===== src/rtl/fxp_pkg.sv =====
`default_nettype none
// +--------------------------------------------------------------------------+
// | Package : fxp_pkg                                                        |
// | Purpose : Shared fixed-point definitions. It holds the sample typedef    |
// |           and the overlap-add serializer FSM state encoding.            |
// | Ports   : none                                                           |
// | Rev     : 1.0  initial release                                           |
// +--------------------------------------------------------------------------+
package fxp_pkg;

  // Default sample format. Parameterised blocks size their own vectors.
  localparam int FXP_SIZE_DEFAULT  = 16;
  localparam int FRAC_SIZE_DEFAULT = 12;

  typedef logic signed [FXP_SIZE_DEFAULT-1:0] fxp_t;

  typedef enum logic [0:0] {
    ST_IDLE  = 1'b0,
    ST_DRAIN = 1'b1
  } ola_state_e;

endpackage : fxp_pkg
`default_nettype wire


===== src/rtl/overlap_add_serializer_if.sv =====
`default_nettype none
// +--------------------------------------------------------------------------+
// | Interface : overlap_add_serializer_if                                    |
// | Purpose   : Block input / serial output bundle of the serializer.        |
// | Signals   : i_data    block of BLOCK_SIZE+TAIL_SIZE samples (elem 0 first)|
// |             i_valid   single-cycle strobe announcing a new block         |
// |             i_pop     consumer takes o_data this cycle                   |
// |             o_data    current output sample                              |
// |             o_valid   o_data holds an unconsumed sample                  |
// |             o_overrun sticky: a block arrived while still draining       |
// | Modports  : master (producer/consumer side), slave (serializer side)     |
// | Rev       : 1.0  initial release                                         |
// +--------------------------------------------------------------------------+
interface overlap_add_serializer_if #(
  parameter int FXP_SIZE   = 16,
  parameter int BLOCK_SIZE = 16,
  parameter int TAIL_SIZE  = 16
);
  logic [BLOCK_SIZE+TAIL_SIZE-1:0][FXP_SIZE-1:0] i_data;
  logic                                          i_valid;
  logic                                          i_pop;
  logic [FXP_SIZE-1:0]                           o_data;
  logic                                          o_valid;
  logic                                          o_overrun;

  modport master (
    output i_data, i_valid, i_pop,
    input  o_data, o_valid, o_overrun
  );

  modport slave (
    input  i_data, i_valid, i_pop,
    output o_data, o_valid, o_overrun
  );
endinterface : overlap_add_serializer_if
`default_nettype wire


===== src/rtl/fxp_sat_add.sv =====
`default_nettype none
// +--------------------------------------------------------------------------+
// | Module  : fxp_sat_add                                                    |
// | Purpose : Two's complement adder for one overlap lane.                   |
// |           With OLA_SATURATE_EN defined the result clamps to the most     |
// |           positive / most negative value; otherwise it wraps.            |
// | Ports   : i_a, i_b  addends (FXP_SIZE bits, signed)                      |
// |           o_sum     result  (FXP_SIZE bits, signed)                      |
// | Rev     : 1.0  initial release                                           |
// +--------------------------------------------------------------------------+
module fxp_sat_add #(
  parameter int FXP_SIZE = 16
) (
  input  wire logic [FXP_SIZE-1:0] i_a,
  input  wire logic [FXP_SIZE-1:0] i_b,
  output logic      [FXP_SIZE-1:0] o_sum
);

  // One guard bit: overflow shows up as guard != MSB of the result.
  logic [FXP_SIZE:0] w_wide;
  assign w_wide = {i_a[FXP_SIZE-1], i_a} + {i_b[FXP_SIZE-1], i_b};

`ifdef OLA_SATURATE_EN
  always_comb begin
    o_sum = w_wide[FXP_SIZE-1:0];
    if (w_wide[FXP_SIZE] != w_wide[FXP_SIZE-1]) begin
      // Guard bit carries the true sign of the overflowed sum.
      o_sum = w_wide[FXP_SIZE] ? {1'b1, {(FXP_SIZE-1){1'b0}}}
                               : {1'b0, {(FXP_SIZE-1){1'b1}}};
    end
  end
`else
  logic w_unused_guard;
  assign w_unused_guard = w_wide[FXP_SIZE];
  assign o_sum          = w_wide[FXP_SIZE-1:0];
`endif

endmodule : fxp_sat_add
`default_nettype wire


===== src/rtl/overlap_add_serializer.sv =====
`default_nettype none
// +--------------------------------------------------------------------------+
// | Module  : overlap_add_serializer                                         |
// | Purpose : Overlap-add a convolved block with the stored tail of the      |
// |           previous block and stream the BLOCK_SIZE results out one       |
// |           sample per pop. Optional saturation: OLA_SATURATE_EN.          |
// | Ports   : clk  clock, rising edge                                        |
// |           rst  asynchronous, active-low reset                            |
// |           bus  overlap_add_serializer_if.slave (block in, samples out)   |
// | Rev     : 1.0  initial release                                           |
// +--------------------------------------------------------------------------+
module overlap_add_serializer
  import fxp_pkg::*;
#(
  parameter int FXP_SIZE   = 16,
  parameter int FRAC_SIZE  = 12,
  parameter int BLOCK_SIZE = 16,
  parameter int TAIL_SIZE  = 16
) (
  input wire logic                  clk,
  input wire logic                  rst,
  overlap_add_serializer_if.slave   bus
);

  localparam int                IDX_W    = (BLOCK_SIZE > 1) ? $clog2(BLOCK_SIZE) : 1;
  localparam int                TAIL_W   = (TAIL_SIZE > 0) ? TAIL_SIZE : 1;
  localparam logic [IDX_W-1:0]  LAST_IDX = IDX_W'(BLOCK_SIZE - 1);

  // FRAC_SIZE only documents the sample format; this guard keeps it referenced.
  if (FRAC_SIZE > FXP_SIZE) begin : g_frac_out_of_range
  end

  ola_state_e                               state_q, state_d;
  logic [IDX_W-1:0]                         idx_q, idx_d;
  logic [BLOCK_SIZE-1:0][FXP_SIZE-1:0]      buf_q, buf_d;
  logic [TAIL_W-1:0][FXP_SIZE-1:0]          tail_q, tail_d;
  logic [FXP_SIZE-1:0]                      o_data_q, o_data_d;
  logic                                     overrun_q, overrun_d;

  logic [BLOCK_SIZE-1:0][FXP_SIZE-1:0]      w_sum;
  logic [IDX_W-1:0]                         w_idx_nxt;
  logic                                     w_pop;
  logic                                     w_last;
  logic                                     w_accept;

  // Head of the new block overlapped with the stored tail, lane by lane.
  for (genvar k = 0; k < BLOCK_SIZE; k++) begin : g_lane
    if (k < TAIL_SIZE) begin : g_add
      fxp_sat_add #(.FXP_SIZE(FXP_SIZE)) u_add (
        .i_a   (bus.i_data[k]),
        .i_b   (tail_q[k]),
        .o_sum (w_sum[k])
      );
    end else begin : g_pass
      assign w_sum[k] = bus.i_data[k];
    end
  end

  assign w_pop     = bus.i_pop && (state_q == ST_DRAIN);
  assign w_last    = (idx_q == LAST_IDX);
  assign w_idx_nxt = idx_q + 1'b1;
  // A new block is taken when idle, or seamlessly on the pop of the last sample.
  assign w_accept  = bus.i_valid && ((state_q == ST_IDLE) || (w_pop && w_last));

  always_comb begin
    state_d   = state_q;
    idx_d     = idx_q;
    buf_d     = buf_q;
    tail_d    = tail_q;
    o_data_d  = o_data_q;
    overrun_d = overrun_q;
    if (w_accept) begin
      state_d  = ST_DRAIN;
      idx_d    = '0;
      buf_d    = w_sum;
      o_data_d = w_sum[0];
      for (int k = 0; k < TAIL_SIZE; k++) begin
        tail_d[k] = bus.i_data[BLOCK_SIZE + k];
      end
    end else begin
      if (bus.i_valid && (state_q == ST_DRAIN)) begin
        overrun_d = 1'b1;  // block dropped, sticky until reset
      end
      if (w_pop) begin
        if (w_last) begin
          state_d = ST_IDLE;   // o_data keeps the last sample
          idx_d   = '0;
        end else begin
          idx_d    = w_idx_nxt;
          o_data_d = buf_q[w_idx_nxt];
        end
      end
    end
  end

  always_ff @(posedge clk or negedge rst) begin
    if (!rst) begin
      state_q   <= ST_IDLE;
      idx_q     <= '0;
      buf_q     <= '0;
      tail_q    <= '0;
      o_data_q  <= '0;
      overrun_q <= 1'b0;
    end else begin
      state_q   <= state_d;
      idx_q     <= idx_d;
      buf_q     <= buf_d;
      tail_q    <= tail_d;
      o_data_q  <= o_data_d;
      overrun_q <= overrun_d;
    end
  end

  assign bus.o_data    = o_data_q;
  assign bus.o_valid   = (state_q == ST_DRAIN);
  assign bus.o_overrun = overrun_q;

endmodule : overlap_add_serializer
`default_nettype wire


===== src/flat_wrapper.sv =====
// flat-port wrapper written by rule: the top's interface ports become plain ports
module overlap_add_serializer_flat import fxp_pkg::*;
#(
  parameter int FXP_SIZE   = 16,
  parameter int FRAC_SIZE  = 12,
  parameter int BLOCK_SIZE = 16,
  parameter int TAIL_SIZE  = 16
)
  (clk, rst, bus_i_data, bus_i_valid, bus_i_pop, bus_o_data, bus_o_valid, bus_o_overrun);
  overlap_add_serializer_if #(.FXP_SIZE(FXP_SIZE), .BLOCK_SIZE(BLOCK_SIZE), .TAIL_SIZE(TAIL_SIZE)) bus_i ();
  input wire logic clk;
  input wire logic rst;
  input wire logic [$bits(bus_i.i_data)-1:0] bus_i_data;
  input wire logic [$bits(bus_i.i_valid)-1:0] bus_i_valid;
  input wire logic [$bits(bus_i.i_pop)-1:0] bus_i_pop;
  output wire logic [$bits(bus_i.o_data)-1:0] bus_o_data;
  output wire logic [$bits(bus_i.o_valid)-1:0] bus_o_valid;
  output wire logic [$bits(bus_i.o_overrun)-1:0] bus_o_overrun;
  assign bus_i.i_data = bus_i_data;
  assign bus_i.i_valid = bus_i_valid;
  assign bus_i.i_pop = bus_i_pop;
  assign bus_o_data = bus_i.o_data;
  assign bus_o_valid = bus_i.o_valid;
  assign bus_o_overrun = bus_i.o_overrun;
  overlap_add_serializer #(.FXP_SIZE(FXP_SIZE), .FRAC_SIZE(FRAC_SIZE), .BLOCK_SIZE(BLOCK_SIZE), .TAIL_SIZE(TAIL_SIZE)) u_core (.clk(clk), .rst(rst), .bus(bus_i));
endmodule

===== config.mk =====
export PLATFORM = sky130hd
export DESIGN_NAME = overlap_add_serializer_flat
export DESIGN_NICKNAME = d
export VERILOG_FILES = /design/src/rtl/fxp_pkg.sv /design/src/rtl/overlap_add_serializer_if.sv /design/src/rtl/fxp_sat_add.sv /design/src/rtl/overlap_add_serializer.sv /design/src/flat_wrapper.sv
export SDC_FILE = /design/constraint.sdc
export NUM_CORES = 2
export LEC_CHECK = 0
export ABC_AREA = 1
export CAP_MARGIN = 20
export CORE_MARGIN = 2
export CORE_UTILIZATION = 30
export CTS_CLUSTER_DIAMETER = 200
export DETAILED_ROUTE_END_ITERATION = 6
export SYNTH_ARGS = -nofsm -noshare
export SYNTH_HDL_FRONTEND = slang
export SYNTH_SLANG_ARGS = --single-unit

===== constraint.sdc =====
create_clock -name clk -period 2.4 [get_ports clk]
set_clock_uncertainty 0.15 [all_clocks]
set_input_delay 0.48 -clock clk [delete_from_list [all_inputs] [get_ports clk]]
set_output_delay 0.48 -clock clk [all_outputs]
set_load 0.005 [all_outputs]

# Word level (Yosys, flattened, before mapping)
# Cells that the tools add are included.
# classes
n_addsub,17
magnitude_cmp,1
eq_ne,2
mux,11
n_bitwise,2
reduce_logical,10
# ops
op,count
$add 16x16->16,16
$bmux 16 s4,1
$mux 16,4
$mux 4,3
$reduce_and 2->1,3
$lt 4x5->1 const B,1
$add 4x1->4 const B,1
$eq 4x4->1 const B,1
$logic_and 1x1->1,4
$reduce_bool 2->1,2
$mux 1,3
$ne 2x2->1 const B,1
$not 1->1,2
$logic_or 1x1->1,1
# word_totals
regBits,534
inputBits,516
output_inout_bits,18

# Logic depth before layout (Yosys ltp)
# logic_depth
depth_word,6
ltp_mapped,14
ltp_nobuf,13

# By module
# Synthesis repeated with hierarchy kept, for this count alone.
# unflattened
cells_unflattened,5663
area_unflattened_um2,37756.2
# modules_own_cells
module,instances,cells_each,area_each_um2,seq_area_each_um2
overlap_add_serializer,1,2854,22940.8,13362.8
fxp_sat_add at u_core.g_lane[0].g_add.u_add ...,7,176,930.9,0.0
fxp_sat_add at u_core.g_lane[3].g_add.u_add ...,4,175,924.6,0.0
fxp_sat_add at u_core.g_lane[7].g_add.u_add ...,3,175,914.6,0.0
fxp_sat_add at u_core.g_lane[10].g_add.u_add ...,2,176,928.4,0.0

# Worst setup path before layout
# No wires, ideal clock.
# synth_path
path_kind,in2reg
start,input bus_i_data[112]
end,register u_core.buf_q[122] (netlist name)
setup_ns,0.083
t_arrival_ns,1.900
t_required_ns,2.167
setup_slack_ns,0.268
stages,9
path_cell_list,ha_1 -> fa_1 -> nand3_1 -> nand2_1 -> a21boi_0 -> nor2_1 -> o21ai_0 -> nand2_1 -> o21ai_0
# synth_via
elab_chain_len,1
# synth_lines
item,line,source
start: declaration,flat_wrapper.sv:13,input wire logic [$bits(bus_i.i_data)-1:0] bus_i_data;
$add 16x16->16,fxp_sat_add.sv:21,"assign w_wide = {i_a[FXP_SIZE-1], i_a} + {i_b[FXP_SIZE-1], i_b};"
end signal: assignment,overlap_add_serializer.sv:107,buf_q <= buf_d;
end: declaration,overlap_add_serializer.sv:35,"logic [BLOCK_SIZE-1:0][FXP_SIZE-1:0] buf_q, buf_d;"
# No other way between the ends.
# A chain may end at the register's enable or synchronous reset.

# Final worst setup path
# layout_path
start,register u_core.idx_q[0]
end,"register u_core.o_data_q[11], in the netlist u_core.bus.o_data[11]"
# layout_via
elab_chain_len,6
# layout_lines
item,line,source
start: declaration,overlap_add_serializer.sv:34,"logic [IDX_W-1:0] idx_q, idx_d;"
start signal: assignment,overlap_add_serializer.sv:106,idx_q <= idx_d;
$add 4x1->4 or $eq 4x4->1 (tied branches),"overlap_add_serializer.sv:61, overlap_add_serializer.sv:60",
$bmux 16 s4 or $logic_and 1x1->1 (tied branches),"overlap_add_serializer.sv:90, overlap_add_serializer.sv:63",
$mux 16 (implied by the code) or $logic_or 1x1->1 (tied branches),"overlap_add_serializer.sv:90, overlap_add_serializer.sv:63",
$mux 16 or $logic_and 1x1->1 (tied branches),"overlap_add_serializer.sv:85, overlap_add_serializer.sv:63",
$mux 16 (tied with other cells),overlap_add_serializer.sv:84,if (w_pop) begin
$mux 16 or $reduce_and 2->1 (tied branches),-,
end signal: assignment,overlap_add_serializer.sv:109,o_data_q <= o_data_d;
end: declaration,overlap_add_serializer.sv:37,"logic [FXP_SIZE-1:0] o_data_q, o_data_d;"
# Parallel ways exist; a longest one is shown, timed or not. The select of a mux whose other input is x is not followed.

==> key figures <==
Synthesis
  • Post-synth top area cell: dfrtp_1
  • Largest family of logic cells by synthesized area: simple AND/OR/NAND/NOR gates
  • Top cells by area, synth: dfrtp_1 39%, nand2_1 20%, ha_1 8.9%, o21ai_0 5.0%, nand3_1 4.9%
  • Synthesized flop and latch total: 534
  • Yosys cell types: 33
  • Area share of fa/ha/maj cells after synthesis: 9.84%
  • Synthesized area per cell: 7.25 sq um
  • Synth Net Count: 5452
  • Register area share after synthesis: 39.4%
  • Compound-gate portion of the synthesized area: 13.1%
  • Post-synth EDFFs: 0
  • Mapped Area: 33900 sq um
  • Synth Warn #: 0
  • XOR/XNOR share of the synthesized area: 2.76%
  • Mux cell area share after synthesis: 0%
  • Top FF cell, synth: dfrtp_1
  • Yosys top cell area share: 39.4%
  • Ys async rst share: 100%
  • Post-Synth Simple-Gate Area: 29.4%
  • Synth Instances: 4679

Power and ir drop
  • Power, Total: 55.0 mW
  • Clock group share of total power: 19.8%
  • Switching Share: 42.2%
  • Comb power frac: 50.6%
  • Internal: 31.7 mW
  • Switching Power: 23.2 mW
  • Lkg Pwr: 23.7 nW
  • Flop pwr share: 29.7%
  • Pwr per Cell Area: 1190 nW/um^2
  • VDD IR max: 0.464 mV

Worst setup path
  • CP Cell Sequence: ha_4 > buf_12 > nor2_1 > o21ai_1 > nand3_1 > nand3_2 > nand2_1 > nand2_1 > nand2_1 > nand2_1 > nand2_1
  • CP Launch Type: flop
  • Worst-path fanout max: 15
  • Critical Path AT: 2.73 ns
  • Worst setup EP type: flop
  • CP max stage delay: 0.51 ns
  • Crit-path slowest cell: dfrtp_4
  • CP required: 2.78 ns
  • Critical path class: flop to flop
  • Most common cell on crit path: nand2_1

Place
  • Final GP Congestion: 0.906
  • Placed Instance Area: 43600 sq um
  • Port bufs: 533
  • Post-DP HPWL: 97.2 mm
  • Inst Count DP: 6900

Route
  • Vias per cell: 4.78
  • Wl on met1: 54.3 mm
  • DRC Markers: 0
  • Highest metal used: met5
  • 1st-pass router iterations: 5
  • Drt wl/cell: 17.6 um
  • Final ANT Viol Nets: 0
  • Met2 wire len: 58.1 mm
  • DRT Wirelength: 123 mm
  • Initial DRC Count: 2217
  • Vias: 33600
  • Routed wl met3: 7.55 mm

Final layout
  • Final instance area: 46100 sq um
  • Layout area overhead: 35.9%
  • Final cell count without fillers: 7027
  • Final core utilization: 41.0%
  • Fin nets: 6248
  • Fraction of layout cells with a size suffix above 1: 9.23%

Hold path
  • HP Class: primary input to asynchronous set/reset pin

CTS
  • CTS tree: yes
  • Max clock buf depth: 3
  • Root Buffer: clkbuf_16
  • Worst skew pair latency: 0.64 ns
  • Cts bufs inserted: 69
  • Clock slew at reported path FFs: 0.06 ns
  • Clk sinks: 534
  • H-tree Lvls: 3

STA
  • FMAX: 0.425 GHz
  • Clock period minus worst slack: 2.36 ns
  • Slew margin rel.: 64.3%
  • Worst hold slack: 0.174 ns
  • RSZ-0062 raised after global routing: true
  • Slew Viols, Final: 0
  • Worst-Margin Slew: 0.533 ns
  • Final hold violation count: 0
  • Tcrit/Tclk final: 98.2%
  • Setup Viol. Count Final: 0

GRT
  • Total global routing overflow: 0
  • Vias in the first global route: 33300
  • GR Util All Layers: 21.0%
  • Largest net degree at the start of global routing: 102
  • First-pass GRT wire length: 190 mm
  • Initial antenna violation count: 5

Flow run
  • Max_cap viols: 0

Die
  • Die X: 340 um
  • Initial Utilization: 30.2%
  • Core Footprint: 112000 sq um
  • Rows: 123
  • Die Area: 116000 sq um
  • I/O pin total: 534
  • Die Y: 340 um

Run status
  • Status: complete, no violations
-- through the flow --
step,setup slack (ns),setup TNS (ns)
4_1_cts,-0.0507,-0.129
2_1_floorplan,0.268,0
3_5_place_dp,-0.405,-38.56
3_3_place_gp,-0.408,-25.89
6_report,0.0443,0
5_1_grt,-0.0180,-0.0719
-- final timing paths --
kind	depth (start not counted)	from	endpoint	slack, ns
max reg2reg	11	u_core.idx_q[0]	u_core.bus.o_data[11]	0.04
min reg2reg	1	u_core.bus.o_overrun	u_core.bus.o_overrun	0.31
min	2	rst	u_core.tail_q[171]	0.17
max in group asynchronous	4	rst	u_core.idx_q[0]	1.09
max	11	u_core.idx_q[0]	u_core.bus.o_data[11]	0.04
min in group clk	3	bus_i_data[480]	u_core.tail_q[224]	0.22
-- synthesized netlist by cell type, types with 18 or more instances --
cell,n
nor2_1,333
nand2_1,1792
a21oi_1,318
o211ai_1,49
dfrtp_1,534
o21ai_0,339
ha_1,241
xor2_1,21
inv_1,284
nor3_1,20
xnor2_1,86
a21o_1,52
nand3_1,335
o21bai_1,18
clkbuf_1,48
buf_2,103
-- logic make-up after synthesis --
family,count (synthesis)
and+or+nand+nor,2513
AOI/OAI and AO/OA,814
buffers and inverters,454
xor gates and xnor gates,107
adders and majority gates,257
DFF,534
-- worst max-delay path, delay by kind of cell, from the launching register on --
family                   cells  cell delay (ns)
AO/OA/AOI/OAI                1             0.24
adder cells (fa/ha/maj)      1             0.40
buffers and inverters        1             0.18
flip-flops                   1             0.51
AND/OR/NAND/NOR              8             0.76
-- area by class of cell --
class,instances,area [sq um]
diodes,2,5.00
clock buffers,100,2070
clock inverters,21,264
fillers,11600,66300
inverters,286,1080
multi-input cells,3691,18800
flip-flops and latches,534,13400
well taps,1500,1880
repair buffers,893,8630
-- metal layers --
metal | global-route usage, % | vias to the layer above
li1 | - | 16900
met1 | 27.4 | 15700
met2 | 34.8 | 837
met3 | 4.46 | 152
met4 | 6.06 | 6
met5 | 0 | -
-- power by group through the flow --
stage	clock network (mW)	registers, mW	logic, mW
global placement	0	16.3	27.1
CTS	11.1	16.2	27.7
floorplan	0	14.9	16.7
finish	10.9	16.3	27.8
detailed placement	0	16.3	27.4
global route	11.4	16.7	31.3
-- sequential cells by signal, indices dropped and copies added, names as in the netlist --
signal / count
u_core.bus.o_data: 16
u_core.idx_q: 4
u_core.bus.o_overrun: 1
u_core.bus.o_valid: 1
u_core.tail_q: 256
u_core.buf_q: 256
-- cells in the final DEF, fill, tap and decap left out, types with 85 or more instances in the layout --
cell type,count
nand2_1,1790
dfrtp_1,533
xnor2_1,85
nor2_1,330
buf_4,313
ha_1,240
clkdlybuf4s50_1,531
o21ai_0,327
nand3_1,327
inv_1,283
a21oi_1,315
-- timing repair --
action	CTS	global route
hold buffers	1	0
setup endpoints to repair	10	26
buffers inserted	2	1
cloned	0	2
resized for setup	7	30
pin swaps	1	8
endpoints found under the hold margin	98	0
(Power assumes the default switching activity.)
